==> src/rtl/mem_ctrl_pkg.sv <==
// Shared definitions for the memory controller: FSM encodings, the IO
// window base and access-length decoding.
package mem_ctrl_pkg;

  typedef enum logic [1:0] {
    MC_IDLE  = 2'd0,
    MC_READ  = 2'd1,
    MC_WRITE = 2'd2
  } mc_state_e;

  // Lowest address treated as memory-mapped IO (writes there honour io_buffer_full).
  localparam logic [31:0] IO_ADDR_LO_DEF = 32'h0003_0000;

  // Access lengths as presented by the LSB (in bits).
  localparam logic [5:0] LEN_BYTE = 6'd8;
  localparam logic [5:0] LEN_HALF = 6'd16;
  localparam logic [5:0] LEN_WORD = 6'd32;

  // Matching byte counts.
  localparam logic [2:0] NB_BYTE = 3'd1;
  localparam logic [2:0] NB_HALF = 3'd2;
  localparam logic [2:0] NB_WORD = 3'd4;

  // Any unrecognised length degrades to a single byte.
  function automatic logic [2:0] len_to_nbytes(input logic [5:0] len);
    case (len)
      LEN_HALF: return NB_HALF;
      LEN_WORD: return NB_WORD;
      default:  return NB_BYTE;
    endcase
  endfunction

endpackage

==> src/rtl/mem_ctrl_if.sv <==
// CPU-side request/response signals and the byte-wide RAM/IO bus,
// bundled so the controller and its environment share one port list.
interface mem_ctrl_if;
  // global control
  logic        rdy;
  logic        flush;
  // load/store buffer
  logic        ld_req;
  logic        st_req;
  logic [5:0]  lsb_len;
  logic [31:0] lsb_addr;
  logic [31:0] lsb_data;
  logic        ld_done;
  logic [31:0] ld_data;
  logic        st_pending;
  // instruction fetcher
  logic        if_req;
  logic [31:0] if_addr;
  logic        if_done;
  logic [31:0] if_data;
  // RAM / IO bus
  logic [7:0]  mem_din;
  logic        io_buffer_full;
  logic [7:0]  mem_dout;
  logic [31:0] mem_a;
  logic        mem_wr;

  // Environment side: the CPU core and the RAM port.
  modport master (
    output rdy, flush, ld_req, st_req, lsb_len, lsb_addr, lsb_data,
    output if_req, if_addr, mem_din, io_buffer_full,
    input  ld_done, ld_data, st_pending, if_done, if_data,
    input  mem_dout, mem_a, mem_wr
  );

  // Controller side.
  modport slave (
    input  rdy, flush, ld_req, st_req, lsb_len, lsb_addr, lsb_data,
    input  if_req, if_addr, mem_din, io_buffer_full,
    output ld_done, ld_data, st_pending, if_done, if_data,
    output mem_dout, mem_a, mem_wr
  );
endinterface

==> src/rtl/mem_ctrl_store_buf.sv <==
// Single-entry store latch. Captures a store pulse at any time, keeps a
// pending flag until the controller reports the last byte written, and
// presents the address/data of a selected byte of the entry. While st_req
// is high the incoming store is forwarded directly so the controller can
// begin writing on the very edge the store is captured.
module mem_ctrl_store_buf
  import mem_ctrl_pkg::*;
(
  input  logic        clk,
  input  logic        rst,
  input  logic        rdy,
  input  logic        st_req,
  input  logic [31:0] st_addr,
  input  logic [31:0] st_data,
  input  logic [5:0]  st_len,
  input  logic        clr,
  input  logic [1:0]  byte_idx,
  output logic        pending,
  output logic [2:0]  nbytes,
  output logic [31:0] byte_addr,
  output logic [7:0]  byte_data
);

  logic [31:0] addr_q, addr_d;
  logic [31:0] data_q, data_d;
  logic [2:0]  nbytes_q, nbytes_d;
  logic        pending_q, pending_d;

  logic [31:0] eff_addr;
  logic [31:0] eff_data;

  // Next-state: a new store always wins; otherwise the controller may retire the entry.
  always_comb begin
    addr_d    = addr_q;
    data_d    = data_q;
    nbytes_d  = nbytes_q;
    pending_d = pending_q;
    if (st_req) begin
      addr_d    = st_addr;
      data_d    = st_data;
      nbytes_d  = len_to_nbytes(st_len);
      pending_d = 1'b1;
    end else if (clr) begin
      pending_d = 1'b0;
    end
  end

  // Entry registers; frozen while rdy is low.
  always_ff @(posedge clk) begin
    if (rst) begin
      addr_q    <= '0;
      data_q    <= '0;
      nbytes_q  <= '0;
      pending_q <= 1'b0;
    end else if (rdy) begin
      addr_q    <= addr_d;
      data_q    <= data_d;
      nbytes_q  <= nbytes_d;
      pending_q <= pending_d;
    end
  end

  // Byte view of the entry (forwarded from the inputs on the capture cycle).
  always_comb begin
    eff_addr  = st_req ? st_addr : addr_q;
    eff_data  = st_req ? st_data : data_q;
    nbytes    = st_req ? len_to_nbytes(st_len) : nbytes_q;
    byte_addr = eff_addr + {30'd0, byte_idx};
    case (byte_idx)
      2'd0:    byte_data = eff_data[7:0];
      2'd1:    byte_data = eff_data[15:8];
      2'd2:    byte_data = eff_data[23:16];
      default: byte_data = eff_data[31:24];
    endcase
  end

  assign pending = pending_q;

endmodule

==> src/rtl/mem_ctrl.sv <==
// Memory-side responder: serialises loads, stores and instruction fetches
// onto a byte-wide synchronous RAM/IO bus. Reads return assembled,
// zero-extended data with a one-cycle done pulse; stores are buffered and
// written byte by byte with optional IO back-pressure.
module mem_ctrl
  import mem_ctrl_pkg::*;
#(
  parameter logic [31:0] IO_ADDR_LO = IO_ADDR_LO_DEF
) (
  input logic       clk,
  input logic       rst,
  mem_ctrl_if.slave bus
);

  mc_state_e   state_q, state_d;
  logic [2:0]  cnt_q, cnt_d;        // READ: edges since acceptance; WRITE: bytes issued
  logic [2:0]  nbytes_q, nbytes_d;  // READ length in bytes
  logic        fetch_q, fetch_d;    // current READ belongs to the fetcher
  logic [31:0] rdata_q, rdata_d;
  logic [31:0] mem_a_q, mem_a_d;
  logic [7:0]  mem_dout_q, mem_dout_d;
  logic        mem_wr_q, mem_wr_d;
  logic        ld_done_q, ld_done_d;
  logic [31:0] ld_data_q, ld_data_d;
  logic        if_done_q, if_done_d;
  logic [31:0] if_data_q, if_data_d;

  logic        sb_clr;
  logic [1:0]  wr_idx;
  logic        sb_pending;
  logic [2:0]  sb_nbytes;
  logic [31:0] sb_addr;
  logic [7:0]  sb_byte;
  logic        io_stall;
  logic [31:0] rdata_merged;

  // Byte k of the store is always selected by the count of bytes already issued.
  assign wr_idx   = (state_q == MC_WRITE) ? cnt_q[1:0] : 2'd0;
  assign io_stall = (sb_addr >= IO_ADDR_LO) && bus.io_buffer_full;

  mem_ctrl_store_buf u_store_buf (
    .clk       (clk),
    .rst       (rst),
    .rdy       (bus.rdy),
    .st_req    (bus.st_req),
    .st_addr   (bus.lsb_addr),
    .st_data   (bus.lsb_data),
    .st_len    (bus.lsb_len),
    .clr       (sb_clr),
    .byte_idx  (wr_idx),
    .pending   (sb_pending),
    .nbytes    (sb_nbytes),
    .byte_addr (sb_addr),
    .byte_data (sb_byte)
  );

  // Controller next-state: arbitration, byte sequencing and flush handling.
  always_comb begin
    state_d    = state_q;
    cnt_d      = cnt_q;
    nbytes_d   = nbytes_q;
    fetch_d    = fetch_q;
    rdata_d    = rdata_q;
    mem_a_d    = mem_a_q;
    mem_dout_d = mem_dout_q;
    mem_wr_d   = mem_wr_q;
    ld_done_d  = 1'b0;
    ld_data_d  = ld_data_q;
    if_done_d  = 1'b0;
    if_data_d  = if_data_q;
    sb_clr     = 1'b0;

    // RAM data on this edge belongs to byte cnt_q-1 of the read.
    rdata_merged = rdata_q;
    for (int b = 0; b < 4; b++) begin
      if (cnt_q == 3'(b + 1)) rdata_merged[8*b +: 8] = bus.mem_din;
    end

    case (state_q)
      MC_IDLE: begin
        if (!bus.flush) begin
          if (bus.st_req || sb_pending) begin
            state_d = MC_WRITE;
            cnt_d   = 3'd0;
            if (!io_stall) begin
              mem_a_d    = sb_addr;
              mem_dout_d = sb_byte;
              mem_wr_d   = 1'b1;
              cnt_d      = 3'd1;
            end
          end else if (bus.ld_req) begin
            state_d  = MC_READ;
            fetch_d  = 1'b0;
            nbytes_d = len_to_nbytes(bus.lsb_len);
            mem_a_d  = bus.lsb_addr;
            mem_wr_d = 1'b0;
            cnt_d    = 3'd0;
            rdata_d  = '0;
          end else if (bus.if_req) begin
            state_d  = MC_READ;
            fetch_d  = 1'b1;
            nbytes_d = NB_WORD;
            mem_a_d  = bus.if_addr;
            mem_wr_d = 1'b0;
            cnt_d    = 3'd0;
            rdata_d  = '0;
          end
        end
      end

      MC_READ: begin
        cnt_d   = cnt_q + 3'd1;
        rdata_d = rdata_merged;
        if (cnt_q < nbytes_q - 3'd1) mem_a_d = mem_a_q + 32'd1;
        if (cnt_q == nbytes_q) begin
          state_d = MC_IDLE;
          cnt_d   = 3'd0;
          mem_a_d = '0;
          if (fetch_q) begin
            if_done_d = 1'b1;
            if_data_d = rdata_merged;
          end else begin
            ld_done_d = 1'b1;
            ld_data_d = rdata_merged;
          end
        end
      end

      MC_WRITE: begin
        if (cnt_q == sb_nbytes) begin
          state_d    = MC_IDLE;
          cnt_d      = 3'd0;
          mem_a_d    = '0;
          mem_dout_d = '0;
          mem_wr_d   = 1'b0;
          sb_clr     = 1'b1;
        end else if (io_stall) begin
          mem_wr_d = 1'b0;
        end else begin
          mem_a_d    = sb_addr;
          mem_dout_d = sb_byte;
          mem_wr_d   = 1'b1;
          cnt_d      = cnt_q + 3'd1;
        end
      end

      default: begin
        state_d = MC_IDLE;
      end
    endcase

    // Flush kills any read and clears the response outputs; committed stores keep going.
    if (bus.flush) begin
      ld_done_d = 1'b0;
      if_done_d = 1'b0;
      ld_data_d = '0;
      if_data_d = '0;
      if (state_q != MC_WRITE) begin
        state_d    = MC_IDLE;
        cnt_d      = 3'd0;
        nbytes_d   = 3'd0;
        fetch_d    = 1'b0;
        rdata_d    = '0;
        mem_a_d    = '0;
        mem_dout_d = '0;
        mem_wr_d   = 1'b0;
      end
    end
  end

  // Controller state and registered outputs; everything holds while rdy is low.
  always_ff @(posedge clk) begin
    if (rst) begin
      state_q    <= MC_IDLE;
      cnt_q      <= '0;
      nbytes_q   <= '0;
      fetch_q    <= 1'b0;
      rdata_q    <= '0;
      mem_a_q    <= '0;
      mem_dout_q <= '0;
      mem_wr_q   <= 1'b0;
      ld_done_q  <= 1'b0;
      ld_data_q  <= '0;
      if_done_q  <= 1'b0;
      if_data_q  <= '0;
    end else if (bus.rdy) begin
      state_q    <= state_d;
      cnt_q      <= cnt_d;
      nbytes_q   <= nbytes_d;
      fetch_q    <= fetch_d;
      rdata_q    <= rdata_d;
      mem_a_q    <= mem_a_d;
      mem_dout_q <= mem_dout_d;
      mem_wr_q   <= mem_wr_d;
      ld_done_q  <= ld_done_d;
      ld_data_q  <= ld_data_d;
      if_done_q  <= if_done_d;
      if_data_q  <= if_data_d;
    end
  end

  assign bus.mem_a      = mem_a_q;
  assign bus.mem_dout   = mem_dout_q;
  assign bus.mem_wr     = mem_wr_q;
  assign bus.ld_done    = ld_done_q;
  assign bus.ld_data    = ld_data_q;
  assign bus.if_done    = if_done_q;
  assign bus.if_data    = if_data_q;
  assign bus.st_pending = sb_pending;

endmodule

==> src/flat_wrapper.sv <==
// flat-port wrapper written by rule: the top's interface ports become plain ports
module mem_ctrl_flat import mem_ctrl_pkg::*;
#(
  parameter logic [31:0] IO_ADDR_LO = IO_ADDR_LO_DEF
)
  (clk, rst, bus_rdy, bus_flush, bus_ld_req, bus_st_req, bus_lsb_len, bus_lsb_addr, bus_lsb_data, bus_if_req, bus_if_addr, bus_mem_din, bus_io_buffer_full, bus_ld_done, bus_ld_data, bus_st_pending, bus_if_done, bus_if_data, bus_mem_dout, bus_mem_a, bus_mem_wr);
  mem_ctrl_if bus_i ();
  input logic clk;
  input logic rst;
  input wire logic [$bits(bus_i.rdy)-1:0] bus_rdy;
  input wire logic [$bits(bus_i.flush)-1:0] bus_flush;
  input wire logic [$bits(bus_i.ld_req)-1:0] bus_ld_req;
  input wire logic [$bits(bus_i.st_req)-1:0] bus_st_req;
  input wire logic [$bits(bus_i.lsb_len)-1:0] bus_lsb_len;
  input wire logic [$bits(bus_i.lsb_addr)-1:0] bus_lsb_addr;
  input wire logic [$bits(bus_i.lsb_data)-1:0] bus_lsb_data;
  input wire logic [$bits(bus_i.if_req)-1:0] bus_if_req;
  input wire logic [$bits(bus_i.if_addr)-1:0] bus_if_addr;
  input wire logic [$bits(bus_i.mem_din)-1:0] bus_mem_din;
  input wire logic [$bits(bus_i.io_buffer_full)-1:0] bus_io_buffer_full;
  output wire logic [$bits(bus_i.ld_done)-1:0] bus_ld_done;
  output wire logic [$bits(bus_i.ld_data)-1:0] bus_ld_data;
  output wire logic [$bits(bus_i.st_pending)-1:0] bus_st_pending;
  output wire logic [$bits(bus_i.if_done)-1:0] bus_if_done;
  output wire logic [$bits(bus_i.if_data)-1:0] bus_if_data;
  output wire logic [$bits(bus_i.mem_dout)-1:0] bus_mem_dout;
  output wire logic [$bits(bus_i.mem_a)-1:0] bus_mem_a;
  output wire logic [$bits(bus_i.mem_wr)-1:0] bus_mem_wr;
  assign bus_i.rdy = bus_rdy;
  assign bus_i.flush = bus_flush;
  assign bus_i.ld_req = bus_ld_req;
  assign bus_i.st_req = bus_st_req;
  assign bus_i.lsb_len = bus_lsb_len;
  assign bus_i.lsb_addr = bus_lsb_addr;
  assign bus_i.lsb_data = bus_lsb_data;
  assign bus_i.if_req = bus_if_req;
  assign bus_i.if_addr = bus_if_addr;
  assign bus_i.mem_din = bus_mem_din;
  assign bus_i.io_buffer_full = bus_io_buffer_full;
  assign bus_ld_done = bus_i.ld_done;
  assign bus_ld_data = bus_i.ld_data;
  assign bus_st_pending = bus_i.st_pending;
  assign bus_if_done = bus_i.if_done;
  assign bus_if_data = bus_i.if_data;
  assign bus_mem_dout = bus_i.mem_dout;
  assign bus_mem_a = bus_i.mem_a;
  assign bus_mem_wr = bus_i.mem_wr;
  mem_ctrl #(.IO_ADDR_LO(IO_ADDR_LO)) u_core (.clk(clk), .rst(rst), .bus(bus_i));
endmodule
==> config.mk <==
export PLATFORM = sky130hd
export DESIGN_NAME = mem_ctrl_flat
export DESIGN_NICKNAME = d
export VERILOG_FILES = /design/src/rtl/mem_ctrl_pkg.sv /design/src/rtl/mem_ctrl_if.sv /design/src/rtl/mem_ctrl_store_buf.sv /design/src/rtl/mem_ctrl.sv /design/src/flat_wrapper.sv
export SDC_FILE = /design/constraint.sdc
export NUM_CORES = 1
export LEC_CHECK = 0
export CAP_MARGIN = 20
export CORE_MARGIN = 4
export CORE_UTILIZATION = 40
export DETAILED_ROUTE_END_ITERATION = 10
export PLACE_DENSITY = 0.65
export SLEW_MARGIN = 30
export SYNTH_ARGS = -nofsm -noshare
export SYNTH_HDL_FRONTEND = slang
export SYNTH_SLANG_ARGS = --single-unit
==> constraint.sdc <==
create_clock -name clk -period 8.7 [get_ports clk]
set_input_delay 1.305 -clock clk [delete_from_list [all_inputs] [get_ports clk]]
set_output_delay 1.305 -clock clk [all_outputs]
set_load 0.1 [all_outputs]
Word level (Yosys, flattened, before mapping) --
Cells that the tools add are included.
Storage, ports and cells: bits in registers 216, bits in latches 0, memory bits (writable) 0, memory bits (read-only) 0, output and inout port bits 108, word-level logic and storage cells 146, memories 0
Cells by class: add/sub/neg operators 4, multipliers 0, divide/modulo/power cells 0, order comparisons 2, equality and inequality tests 14, shifts and indexed selects 0, mux-type cells 99, bitwise operators 0, reduce and logical (&&, ||, !) cells 11
Operators by type and width (count):
- $mux 32 | 26
- $pmux 32 s3 | 1
- $mux 8 | 10
- $pmux 32 s2 | 1
- $mux 3 | 17
- $add 32x1->32 const B | 1
- $add 32x2->32 | 1
- $ge 32x18->1 const B | 1
- $mux 1 | 29
- $pmux 8 s3 | 1
- $mux 2 | 9
- $pmux 8 s2 | 1
- $pmux 3 s3 | 1
- $reduce_and 4->1 | 2
- $reduce_bool 2->1 | 4
- $eq 3x2->1 const B | 2
- $eq 3x3->1 | 2
- $eq 6x5->1 const B | 1
- $eq 6x6->1 const B | 1
- $pmux 2 s3 | 1
- $pmux 3 s2 | 1
- $eq 2x1->1 const B | 2
- $eq 2x2->1 const B | 2
- $logic_not 2->1 | 2
- 10 further kinds | 11

Depth between registers and ports, before layout --
Gate-level depths: netlist (run 1).
word-level depth 11, depth in mapped cells 24

Cells and area by module --
A second synthesis (run 1) with hierarchy kept.
Unflattened totals: cells, all modules 1663, area total of the unflattened synthesis 12996.2 um^2
By module, submodules not included:
- mem_ctrl | times used 1, cells an instance 1154, area each 8755.9 um^2, seq. area each 2962.8 um^2
- mem_ctrl_store_buf | times used 1, cells an instance 509, area each 4240.3 um^2, seq. area each 1361.3 um^2

Worst setup path after synthesis (run 1) --
OpenSTA, ideal clock, no wires.
path kind input-to-reg, from input bus_st_req, to register u_core.mem_a_q[25] (netlist: u_core.bus.mem_a[25]), library setup time 127 ps, arrival 6593 ps, data required time 8573 ps, path slack 1980 ps, stages 22, path buffers 10, cell sequence buf_6 > buf_6 > buf_4 > buf_1 > clkbuf_1 > clkbuf_1 > buf_1 > clkbuf_1 > mux2_2 > ha_1 > inv_1 > maj3_2 > nand2b_1 > buf_2 > nor4_1 > xnor2_1 > or4_1 > buf_2 > o31ai_4 > mux2_2 > a221oi_1 > o21ai_0
Between the ends: longest elaborated chain between the ends 10, elaborated cells between the ends (all ways) 14
Ends and longest elaborated chain:
- from (decl) | RTL line flat_wrapper.sv:13 | input wire logic [$bits(bus_i.st_req)-1:0] bus_st_req;
- $mux 32
- $add 32x2->32 | RTL line mem_ctrl_store_buf.sv:68 | byte_addr = eff_addr + {30'd0, byte_idx};
- $ge 32x18->1 | RTL line mem_ctrl.sv:39 | assign io_stall = (sb_addr >= IO_ADDR_LO) && bus.io_buffer_full;
- $logic_and 1x1->1 | RTL line mem_ctrl.sv:39
- $mux 32 | RTL line mem_ctrl.sv:85, mem_ctrl.sv:137
- $mux 32 | RTL line mem_ctrl.sv:82 | if (bus.st_req || sb_pending) begin
- $mux 32 | RTL line mem_ctrl.sv:81 | if (!bus.flush) begin
- $pmux 32 s3 (*) | RTL line mem_ctrl.sv:79 | case (state_q)
- $mux 32 | RTL line mem_ctrl.sv:158 | if (state_q != MC_WRITE) begin
- $mux 32 (*) | RTL line mem_ctrl.sv:153 | if (bus.flush) begin
- to (signal assigned) | RTL line mem_ctrl.sv:192 | mem_a_q <= mem_a_d;
- to (decl) | RTL line mem_ctrl.sv:20 | logic [31:0] mem_a_q, mem_a_d;
Every way passes the cells marked *; elsewhere a longest branch is shown, timed or not. A chain may end at the register's enable or synchronous reset.

Worst setup path in the final report (run 1) --
from input bus_st_req, to register u_core.mem_a_q[11] (netlist: u_core.bus.mem_a[11])
The elaborated chain is that of the path after synthesis.

==> metrics.cfg, run 1 <==
[global_route]
grt_max_degree=105
grt_usage=0.269
antenna_found_initial=0
grt_pass1_vias=13761
overflow=0
grt_pass1_wl_um=78700

[timing]
layout_setup_ws_ns=2.93
max_freq_ghz=0.173
clock_skew_ns=0.0355
fin_crit_ns=5.77
drv_slew=0
setup_viol_count_final=0
worstMarginPinSlew_ns=1.01
slew_headroom=0.321
finalCritPeriodShare=0.663
setup_tns_ns=0
hold_viol=0
rsz0062_at_grt=false

[drt]
via_per_inst=6.09
vias=14255
drt_iter0_drc=1553
drc=0
drt_first_pass_iters=8
wl_per_cell_um=22.2
wirelength_um=52000
postRouteAntennaNets=0

[critical_path]
r2r_slack_ns=3.22
cp_max_fo=50
endpoint_kind=flop
worstPathRequired_ns=9.14
arrival_ns=6.21
cp-start-kind=primary input
critPathKind=primary input to flop

[placement]
place.gp.congestion=0.980
place_ws_ns=2.41
port-buffer-count=225
hpwlAfterDp_um=36400

[final_layout]
area_growth_pct=24.8
multi_input_area_um2=8420
antenna_cells=0
final_layout_size_suffix_gt1_frac=0.0864
nets=2015
ff_latch_area_um2=4320
fillCellCount=3169

[clock_tree]
postCtsResizedCells=0
post_cts_buffers=0
cts_buffer_depth=3
cts-hold-fix-buffers=0
htree_levels=1
cts_made_buffers=26
cts-root-buf=clkbuf_16
clk_latency_ns=0.56
cts_tree=done
clkTransAtPathRegs_ns=0.06
clock-sinks=216

[yosys]
yosysTopAreaCellShare=0.322
async_reset_ff_frac=0
synthDistinctLibCells=73
synth_edf_count=0
yosysMostFrequentCell=nand2_1
syn-mean-instance-area_um2=7.68
yosysSeqAreaShare=0.322
synth_warnings=0
synth_cells=1746
synth.largest_area_cell=dfxtp_1
syn_area_um2=13400
ys_seq_elements=216
syn-num-nets=1876
synth_area_leaders=dfxtp_1 32%, nand2_1 6.9%, a22oi_1 5.9%
synth_ff_type=dfxtp_1
ys_top_cells_by_count=246 x nand2_1, 216 x dfxtp_1, 196 x nor2_1, 141 x a21oi_1, 118 x clkbuf_1

[run_status]
status=complete, no violations

[pwr]
p_per_area_nw_per_um2=162
p_leak_nw=5.83
ir_drop_v=0.000138

[worst_hold_path]
hold_path_class=flop to flop

[die]
fp.dieArea_um2=36500
die_x_um=191
rows=66
design.core.area_um2=32800
fp.dieH_um=191
io-pin-count=226
initial_core_util=0.409

[run]
maxCapViolations=0

## path summary, 6_finish.rpt
check,start,to,depth (start not counted)
setup / recovery,bus_st_req,u_core.bus.mem_a[11]$_SDFFE_PP0P_,13
hold / removal,u_core.u_store_buf.addr_q[0]$_SDFFE_PP0P_,u_core.u_store_buf.addr_q[0]$_SDFFE_PP0P_,2
setup reg to reg,u_core.state_q[1]$_SDFFE_PP0P_,u_core.bus.mem_a[11]$_SDFFE_PP0P_,14
hold reg to reg,u_core.u_store_buf.addr_q[0]$_SDFFE_PP0P_,u_core.u_store_buf.addr_q[0]$_SDFFE_PP0P_,2
## cell families (layout without fill, tap and decap cells)
logic type,Yosys count,in the layout,share of synthesized area
AND/OR/NAND/NOR,619,619,0.205
AO/OA/AOI/OAI,532,532,0.267
flip-flops,216,216,0.322
buffers and inverters,180,333,0.0540
multiplexers,122,122,0.0978
XOR/XNOR,64,64,0.0418
adder cells (fa/ha/maj),13,13,0.0120
## metrics by stage
step                instances  total power, mW  hold WS, ns  instance area [um^2]  utilization
floorplan                1746             1.42        0.433                 13400            -
global placement         2299             1.61        0.439                 15900        0.484
detailed placement       2299             1.62        0.445                 15900        0.485
CTS                      2341             2.72        0.453                 16700        0.511
global route             2341             2.79        0.475                 16700        0.511
finish                   2341             2.71        0.450                 16700        0.511
## power by group
part / internal, mW / total (mW) / leakage (nW) / switching [mW]
Sequential: 1.02 / 1.06 / 1.75 / 0.0407
Clock: 0.672 / 1.11 / 0.421 / 0.435
Combinational: 0.187 / 0.550 / 3.65 / 0.364
## critical path, cell delays in order
cell	delay [ns]
buf_4	0.45
buf_4	0.53
nand3_1	0.24
a221oi_4	0.48
nand4_2	0.31
nor4_1	0.44
o22ai_1	0.12
or4_1	0.69
o31a_1	0.60
buf_4	0.36
nor3_1	0.21
nor3_1	0.08
or3_1	0.36
## final cells by class
class | instances | share of cell area
multi-input cells | 1350 | 0.503
well taps | 442 | 0.0330
repair buffers | 255 | 0.147
flip-flops and latches | 216 | 0.258
inverters | 36 | 0.00807
clock buffers | 34 | 0.0437
clock inverters | 8 | 0.00688
## registers in the layout, indices dropped and copies added, names as in the netlist
signal,cells
u_core.bus.ld_data,32
u_core.cnt_q,3
u_core.rdata_q,32
u_core.bus.ld_done,1
u_core.bus.mem_wr,1
u_core.bus.mem_dout,8
u_core.nbytes_q,3
u_core.u_store_buf.nbytes_q,3
u_core.u_store_buf.addr_q,32
u_core.state_q,2
u_core.u_store_buf.data_q,32
u_core.bus.mem_a,32
u_core.fetch_q,1
u_core.u_store_buf.pending,1
u_core.bus.if_done,1
u_core.bus.if_data,32
## routing by layer
metal / share of wire / track usage / vias to the layer above / wire [um]
li1: - / - / 6644 / -
met1: 0.41 / 0.348 / 6685 / 21100
met2: 0.44 / 0.428 / 759 / 23100
met3: 0.092 / 0.0489 / 167 / 4780
met4: 0.059 / 0.143 / 0 / 3060
met5: 0 / 0 / - / 0
## placed cells by master, fill, tap and decap left out, types with 30 or more instances in the layout
cell type / instances
xnor2_1: 44
mux2i_1: 58
o21ai_0: 92
nand2_1: 245
a21oi_1: 140
mux2_2: 63
a22oi_1: 105
nor2_1: 194
nand3_1: 47
clkdlybuf4s50_1: 220
buf_4: 30
dfxtp_1: 216
inv_1: 33
Note: power is estimated with default switching activity, not from simulation.
==> run 2, diff against run 1 <==
==> constraint.sdc (replaced) <==
create_clock -name clk -period 5.9 [get_ports clk]
set_input_delay 0.885 -clock clk [delete_from_list [all_inputs] [get_ports clk]]
set_output_delay 0.885 -clock clk [all_outputs]
set_load 0.1 [all_outputs]
==> run 2 against run 1 <==
Against the previous run:
- core utilization grew 0.20 points
- cell count grew 0.51%
- critical endpoint is now u_core.bus.mem_a[27]$_SDFFE_PP0P_
- via count grew 1.1%
==> metrics.cfg, run 2 (synthesis gave the netlist of run 1 again) <==
[run_status]
status=complete, no violations

[global_route]
overflow=0  ; unchanged
grt_pass1_wl_um=83800  ; +6.5%
grt_use_met3=0.0530  ; +0.00402
grt_max_degree=66  ; -37%
use_met2=0.457  ; +0.0289
grt_use_met1=0.377  ; +0.0293
gr-max-usage-layer=met2
grt_pass1_vias=13966  ; +1.5%
antenna_found_initial=0  ; unchanged
grt_usage=0.288  ; +0.0189

[critical_path]
crit_chain=nand2b_1 -> buf_4 -> nor2_1 -> ha_1 -> ha_1 -> o21bai_1 -> nand4_2 -> nor4_1 -> o22ai_1 -> or4_1 -> o31a_1 -> buf_4 -> a222oi_1 -> o221a_2 -> a211oi_1
critPathKind=flop to flop
arrival_ns=5.62  ; -0.59 ns
crit_family=simple AND/OR/NAND/NOR gates
endpoint_kind=flop
slowest_stage=or4_1
cp_max_fo=22  ; -56%
cp-start-kind=flop
critPathMaxStageDelay_ns=0.70  ; about the same
worstPathRequired_ns=6.30  ; -2.84 ns
r2r_slack_ns=0.67  ; -2.55 ns
critical_path_buf_inv_count=2  ; -1

[timing]
hold_ws_ns=0.453  ; +0.00253 ns
setup_tns_ns=0  ; unchanged
rsz0062_at_grt=false
max_freq_ghz=0.191
fin_crit_ns=5.23
setup_viol_count_final=0  ; unchanged
clock_skew_ns=0.0177  ; -0.0178 ns
worstMarginPinSlew_ns=1.05  ; +0.0352 ns
drv_slew=0  ; unchanged
finalCritPeriodShare=0.886
hold_viol=0  ; unchanged
layout_setup_ws_ns=0.671  ; -2.26 ns
slew_headroom=0.298  ; -0.0236

[final_layout]
antenna_cells=0  ; unchanged
layout_common_cells=244 x nand2_1, 216 x clkdlybuf4s50_1, 216 x dfxtp_1
final_common_cell=nand2_1
post-route-util=0.513  ; +0.00199
fin_cells=2353  ; +0.51%
area_growth_pct=25.3
nets=2023  ; +0.40%
final_layout_size_suffix_gt1_frac=0.0952  ; +0.00888

[drt]
vias=14412  ; +1.1%
via_per_inst=6.12  ; +0.59%
postRouteAntennaNets=0  ; unchanged
wirelength_um=54800  ; +5.3%
drc=0  ; unchanged
wl_per_cell_um=23.3  ; +4.7%
drt_iter0_drc=1480  ; -4.7%
drt_first_pass_iters=6  ; -2

[clock_tree]
htree_levels=1  ; unchanged
cts_made_buffers=26  ; unchanged
cts-hold-fix-buffers=0  ; unchanged
cts_buffer_depth=3  ; unchanged
post_cts_buffers=0  ; unchanged
cts-root-buf=clkbuf_16
clk_latency_ns=0.55  ; about the same
cts_tree=done
clock-sinks=216  ; unchanged
postCtsResizedCells=0  ; unchanged
clkTransAtPathRegs_ns=0.06  ; about the same

[placement]
post-place-cells=2307  ; +0.35%
port-buffer-count=225  ; unchanged
place_ws_ns=0.380  ; -2.03 ns
hpwlAfterDp_um=38900  ; +6.9%
place.gp.congestion=0.966  ; -1.4%

[run]
maxCapViolations=0  ; unchanged

[die]
fp.dieArea_um2=36500  ; unchanged
rows=66  ; unchanged
die_x_um=191  ; unchanged
initial_core_util=0.409  ; unchanged
io-pin-count=226  ; unchanged
fp.dieH_um=191  ; unchanged
design.core.area_um2=32800  ; unchanged

[pwr]
p_leak_nw=5.88  ; +0.95%
p_per_area_nw_per_um2=241  ; +49%
ir_drop_v=0.000236  ; +71%

[worst_hold_path]
hold_path_class=flop to flop

==> run 2: cell types whose count changed in the layout (fill, tap and decap cells not counted), sizes merged <==
cell           delta
inv               +1
clkinv            +4
clkbuf            -1
clkinvlp          +1
clkdlybuf4s50     -4
buf              +11
==> run 2: worst register-to-register path, delay by kind of cell, from the launching register on <==
| family | cells | cell delay, ns |
|---|---|---|
| simple gates | 5 | 1.87 |
| compound gates | 6 | 1.53 |
| flops | 1 | 0.62 |
| buf+inv | 2 | 0.57 |
| fa+ha+maj | 2 | 0.46 |
==> run 2: cell type report <==
type | count | area [um^2]
fillers | 3198 | 16000
multi-input cells | 1350 | 8420
flip-flops and latches | 216 | 4320
repair buffers | 263 | 2500
clock buffers | 32 | 703
well taps | 442 | 553
clock inverters | 14 | 170
inverters | 36 | 135
==> run 2: through the flow <==
step / instance area (um^2) / power (mW)
2_1_floorplan: 13400 / 2.09
3_3_place_gp: 15900 / 2.40
3_5_place_dp: 15900 / 2.40
4_1_cts: 16800 / 4.06
5_1_grt: 16800 / 4.19
6_report: 16800 / 4.06
==> run 2: final timing paths <==
check,cells past startpoint,startpoint,end
setup reg to reg,15,u_core.state_q[1]$_SDFFE_PP0P_,u_core.bus.mem_a[27]$_SDFFE_PP0P_
hold reg to reg,2,u_core.u_store_buf.data_q[30]$_SDFFE_PP0P_,u_core.u_store_buf.data_q[30]$_SDFFE_PP0P_
setup / recovery,15,u_core.state_q[1]$_SDFFE_PP0P_,u_core.bus.mem_a[27]$_SDFFE_PP0P_
hold / removal,2,u_core.u_store_buf.data_q[30]$_SDFFE_PP0P_,u_core.u_store_buf.data_q[30]$_SDFFE_PP0P_
==> run 2: report_power, final <==
part	switching [mW]	internal [mW]	total (mW)
clock network	0.685	0.980	1.67
registers	0.0627	1.50	1.56
logic	0.551	0.279	0.830
total	1.30	2.76	4.06
==> run 2: routing by layer <==
| layer | share of wire | vias to the layer above |
|---|---|---|
| met2 | 0.45 | 659 |
| met4 | 0.057 | 0 |
| li1 | - | 6661 |
| met5 | 0 | - |
| met1 | 0.41 | 6957 |
| met3 | 0.082 | 135 |
==> run 3, diff against run 2 <==
--- a/config.mk
+++ b/config.mk
@@ -9,6 +9,7 @@
 export CORE_MARGIN = 4
 export CORE_UTILIZATION = 40
 export DETAILED_ROUTE_END_ITERATION = 10
+export GPL_TIMING_DRIVEN = 0
 export PLACE_DENSITY = 0.65
 export SLEW_MARGIN = 30
 export SYNTH_ARGS = -nofsm -noshare
==> run 3 against run 2 <==
Against the previous run:
- critical path depth increased by 2
- register-to-register slack worse by 0.19 ns
- count of clock-buffer cells in the layout decreased by 2
- cell count up 4.3%
- die area unchanged
- global-route usage rose by 2.7 points
- clock skew rose by 0.0017 ns
- power is 6.3% higher
- fmax is 6.0% lower
- flip-flop and latch count unchanged
- setup slack got worse by 0.33 ns
- critical path type is now primary input to flop
- critical endpoint is now u_core.bus.mem_a[13]$_SDFFE_PP0P_
- highest routed layer unchanged
==> metrics.cfg, run 3 (synthesis gave the netlist of run 1 again) <==
[timing]
max_freq_ghz=0.180  ; -6.0%
hold_viol=0  ; unchanged
rsz0062_at_grt=false
clock_skew_ns=0.0195  ; +0.00173 ns
setup_tns_ns=0  ; unchanged
slew_headroom=0.261  ; -0.0372
setup_viol_count_final=0  ; unchanged
worstMarginPinSlew_ns=1.10  ; +0.0550 ns
drv_slew=0  ; unchanged
finalCritPeriodShare=0.943  ; +0.0567
layout_setup_ws_ns=0.337  ; -0.334 ns
fin_crit_ns=5.56  ; +0.334 ns

[pwr]
clock_power_share=0.436  ; +0.025
swShare=0.316  ; -0.00446
p_per_area_nw_per_um2=251  ; +3.9%
comb_power_share=0.204  ; about the same
p_seq_frac=0.360  ; -0.025
ir_drop_v=0.000214  ; -9.4%
power.switching_mw=1.36  ; +4.9%
internal_power_mw=2.95  ; +7.0%
p_leak_nw=5.95  ; +1.2%

[critical_path]
cp-start-kind=primary input
worstPathRequired_ns=6.36  ; +0.06 ns
r2r_cells=15  ; unchanged
cp_max_fo=37  ; +68%
endpoint_kind=flop
critPathKind=primary input to flop
r2r_end=u_core.bus.mem_a[13]$_SDFFE_PP0P_
r2r_start=u_core.cnt_q[0]$_SDFFE_PP0P_
r2r_slack_ns=0.48  ; -0.19 ns
arrival_ns=6.03  ; +0.41 ns

[final_layout]
final_layout_size_suffix_gt1_frac=0.0746  ; -0.0207
area_growth_pct=28.3
ff_latch_area_um2=4320  ; unchanged
layout_common_cells=246 x nand2_1, 222 x clkdlybuf4s50_1, 216 x dfxtp_1
antenna_cells=0  ; unchanged
final_common_cell=nand2_1
nets=2122  ; +4.9%
multi_input_area_um2=8380  ; -0.42%
fillCellCount=3221  ; +0.72%

[die]
fp.dieArea_um2=36500  ; unchanged
fp.dieH_um=191  ; unchanged
design.core.area_um2=32800  ; unchanged
die_x_um=191  ; unchanged
rows=66  ; unchanged
io-pin-count=226  ; unchanged
initial_core_util=0.409  ; unchanged

[placement]
place_ws_ns=-1.59  ; -1.97 ns
place.gp.congestion=1.07  ; +11%
port-buffer-count=223  ; -0.89%
hpwlAfterDp_um=44700  ; +15%

[clock_tree]
post_cts_buffers=0  ; unchanged
clkTransAtPathRegs_ns=0.06  ; about the same
cts-hold-fix-buffers=0  ; unchanged
clock-sinks=216  ; unchanged
cts_tree=done
cts_buffer_depth=3  ; unchanged
clk_latency_ns=0.58  ; +0.03 ns
cts_made_buffers=26  ; unchanged
htree_levels=1  ; unchanged
cts-root-buf=clkbuf_16

[run]
maxCapViolations=0  ; unchanged

[drt]
wirelength_um=60200  ; +9.9%
drt_first_pass_iters=7  ; +1
dr_wl_met3_um=6010  ; +34%
met2_length_um=26300  ; +6.8%
drc=0  ; unchanged
via_per_inst=6.25  ; +2.1%
drt_iter0_drc=1840  ; +24%
wl_met1_um=23700  ; +5.4%
highest_layer=met4
wl_per_cell_um=24.5  ; +5.4%
postRouteAntennaNets=0  ; unchanged
vias=15348  ; +6.5%

[global_route]
grt_usage=0.315  ; +0.0267
antenna_found_initial=0  ; unchanged
grt_max_degree=29  ; -56%
grt_pass1_vias=14772  ; +5.8%
grt_pass1_wl_um=89200  ; +6.4%
overflow=0  ; unchanged

[worst_hold_path]
holdPathStages=2  ; unchanged
whs_endpoint=u_core.u_store_buf.data_q[27]$_SDFFE_PP0P_
min_from=u_core.u_store_buf.data_q[27]$_SDFFE_PP0P_
hold_path_class=flop to flop

[run_status]
status=complete, no violations

-- run 3: worst max-delay path by stage --
stage                          start                                end  slack (ns)  cells past startpoint
after global routing      bus_st_req       u_core.cnt_q[0]$_SDFFE_PP0P_        0.18                     18
final                     bus_st_req  u_core.bus.mem_a[13]$_SDFFE_PP0P_        0.34                     17
after floorplan           bus_st_req  u_core.bus.mem_a[25]$_SDFFE_PP0P_        0.01                     22
after global placement    bus_st_req  u_core.bus.mem_a[26]$_SDFFE_PP0P_       -1.60                     23
after CTS                 bus_st_req  u_core.bus.mem_a[13]$_SDFFE_PP0P_        0.17                     19
after detailed placement  bus_st_req  u_core.bus.mem_a[26]$_SDFFE_PP0P_       -1.59                     23
-- run 3: power by group through the flow --
stage | Clock (mW) | Sequential [mW] | Combinational [mW]
global placement | 0 | 1.58 | 0.849
finish | 1.88 | 1.55 | 0.880
detailed placement | 0 | 1.58 | 0.853
CTS | 1.90 | 1.55 | 0.855
floorplan | 0 | 1.69 | 0.397
global route | 1.96 | 1.55 | 0.920
-- run 3: cell type report --
| class | count | area share |
|---|---|---|
| Sequential cell | 216 | 0.251 |
| Clock buffer | 30 | 0.0410 |
| Multi-Input combinational cell | 1350 | 0.487 |
| Clock inverter | 18 | 0.0177 |
| Inverter | 36 | 0.00785 |
| Tap cell | 442 | 0.0321 |
| Timing Repair Buffer | 223 | 0.129 |
| Buffer | 139 | 0.0334 |
-- run 3: metal layers --
metal	track usage	vias to the layer above
met5	0	-
met4	0.184	0
met3	0.0685	217
met2	0.491	961
met1	0.400	7295
li1	-	6875
-- run 3: through the flow --
stage | instances | instance area (um^2) | hold WS, ns | util | total power, mW
2_1_floorplan | 1746 | 13400 | 0.433 | - | 2.09
3_3_place_gp | 2411 | 16200 | 0.439 | 0.494 | 2.43
3_5_place_dp | 2411 | 16200 | 0.446 | 0.494 | 2.43
4_1_cts | 2456 | 17200 | 0.455 | 0.525 | 4.31
5_1_grt | 2454 | 17200 | 0.470 | 0.525 | 4.44
6_report | 2454 | 17200 | 0.452 | 0.525 | 4.31
-- run 3: timing repair --
| item | CTS | global route |
|---|---|---|
| pin swaps | 0 | 0 |
| endpoints found under the setup margin | 44 | 37 |
| gates resized for setup | 1 | 3 |
-- run 3: critical path, stage by stage --
cell and delay [ns]:
buf_6 0.11, buf_6 0.16, buf_4 0.45, clkbuf_4 0.43
mux2_2 0.20, ha_1 0.18, ha_1 0.19, o21bai_1 0.27
nand4_2 0.36, nor4_1 0.46, xor2_1 0.17, or3_1 0.60
o31ai_4 0.52, buf_2 0.37, nand3_1 0.11, a32o_1 0.28
a21oi_1 0.22
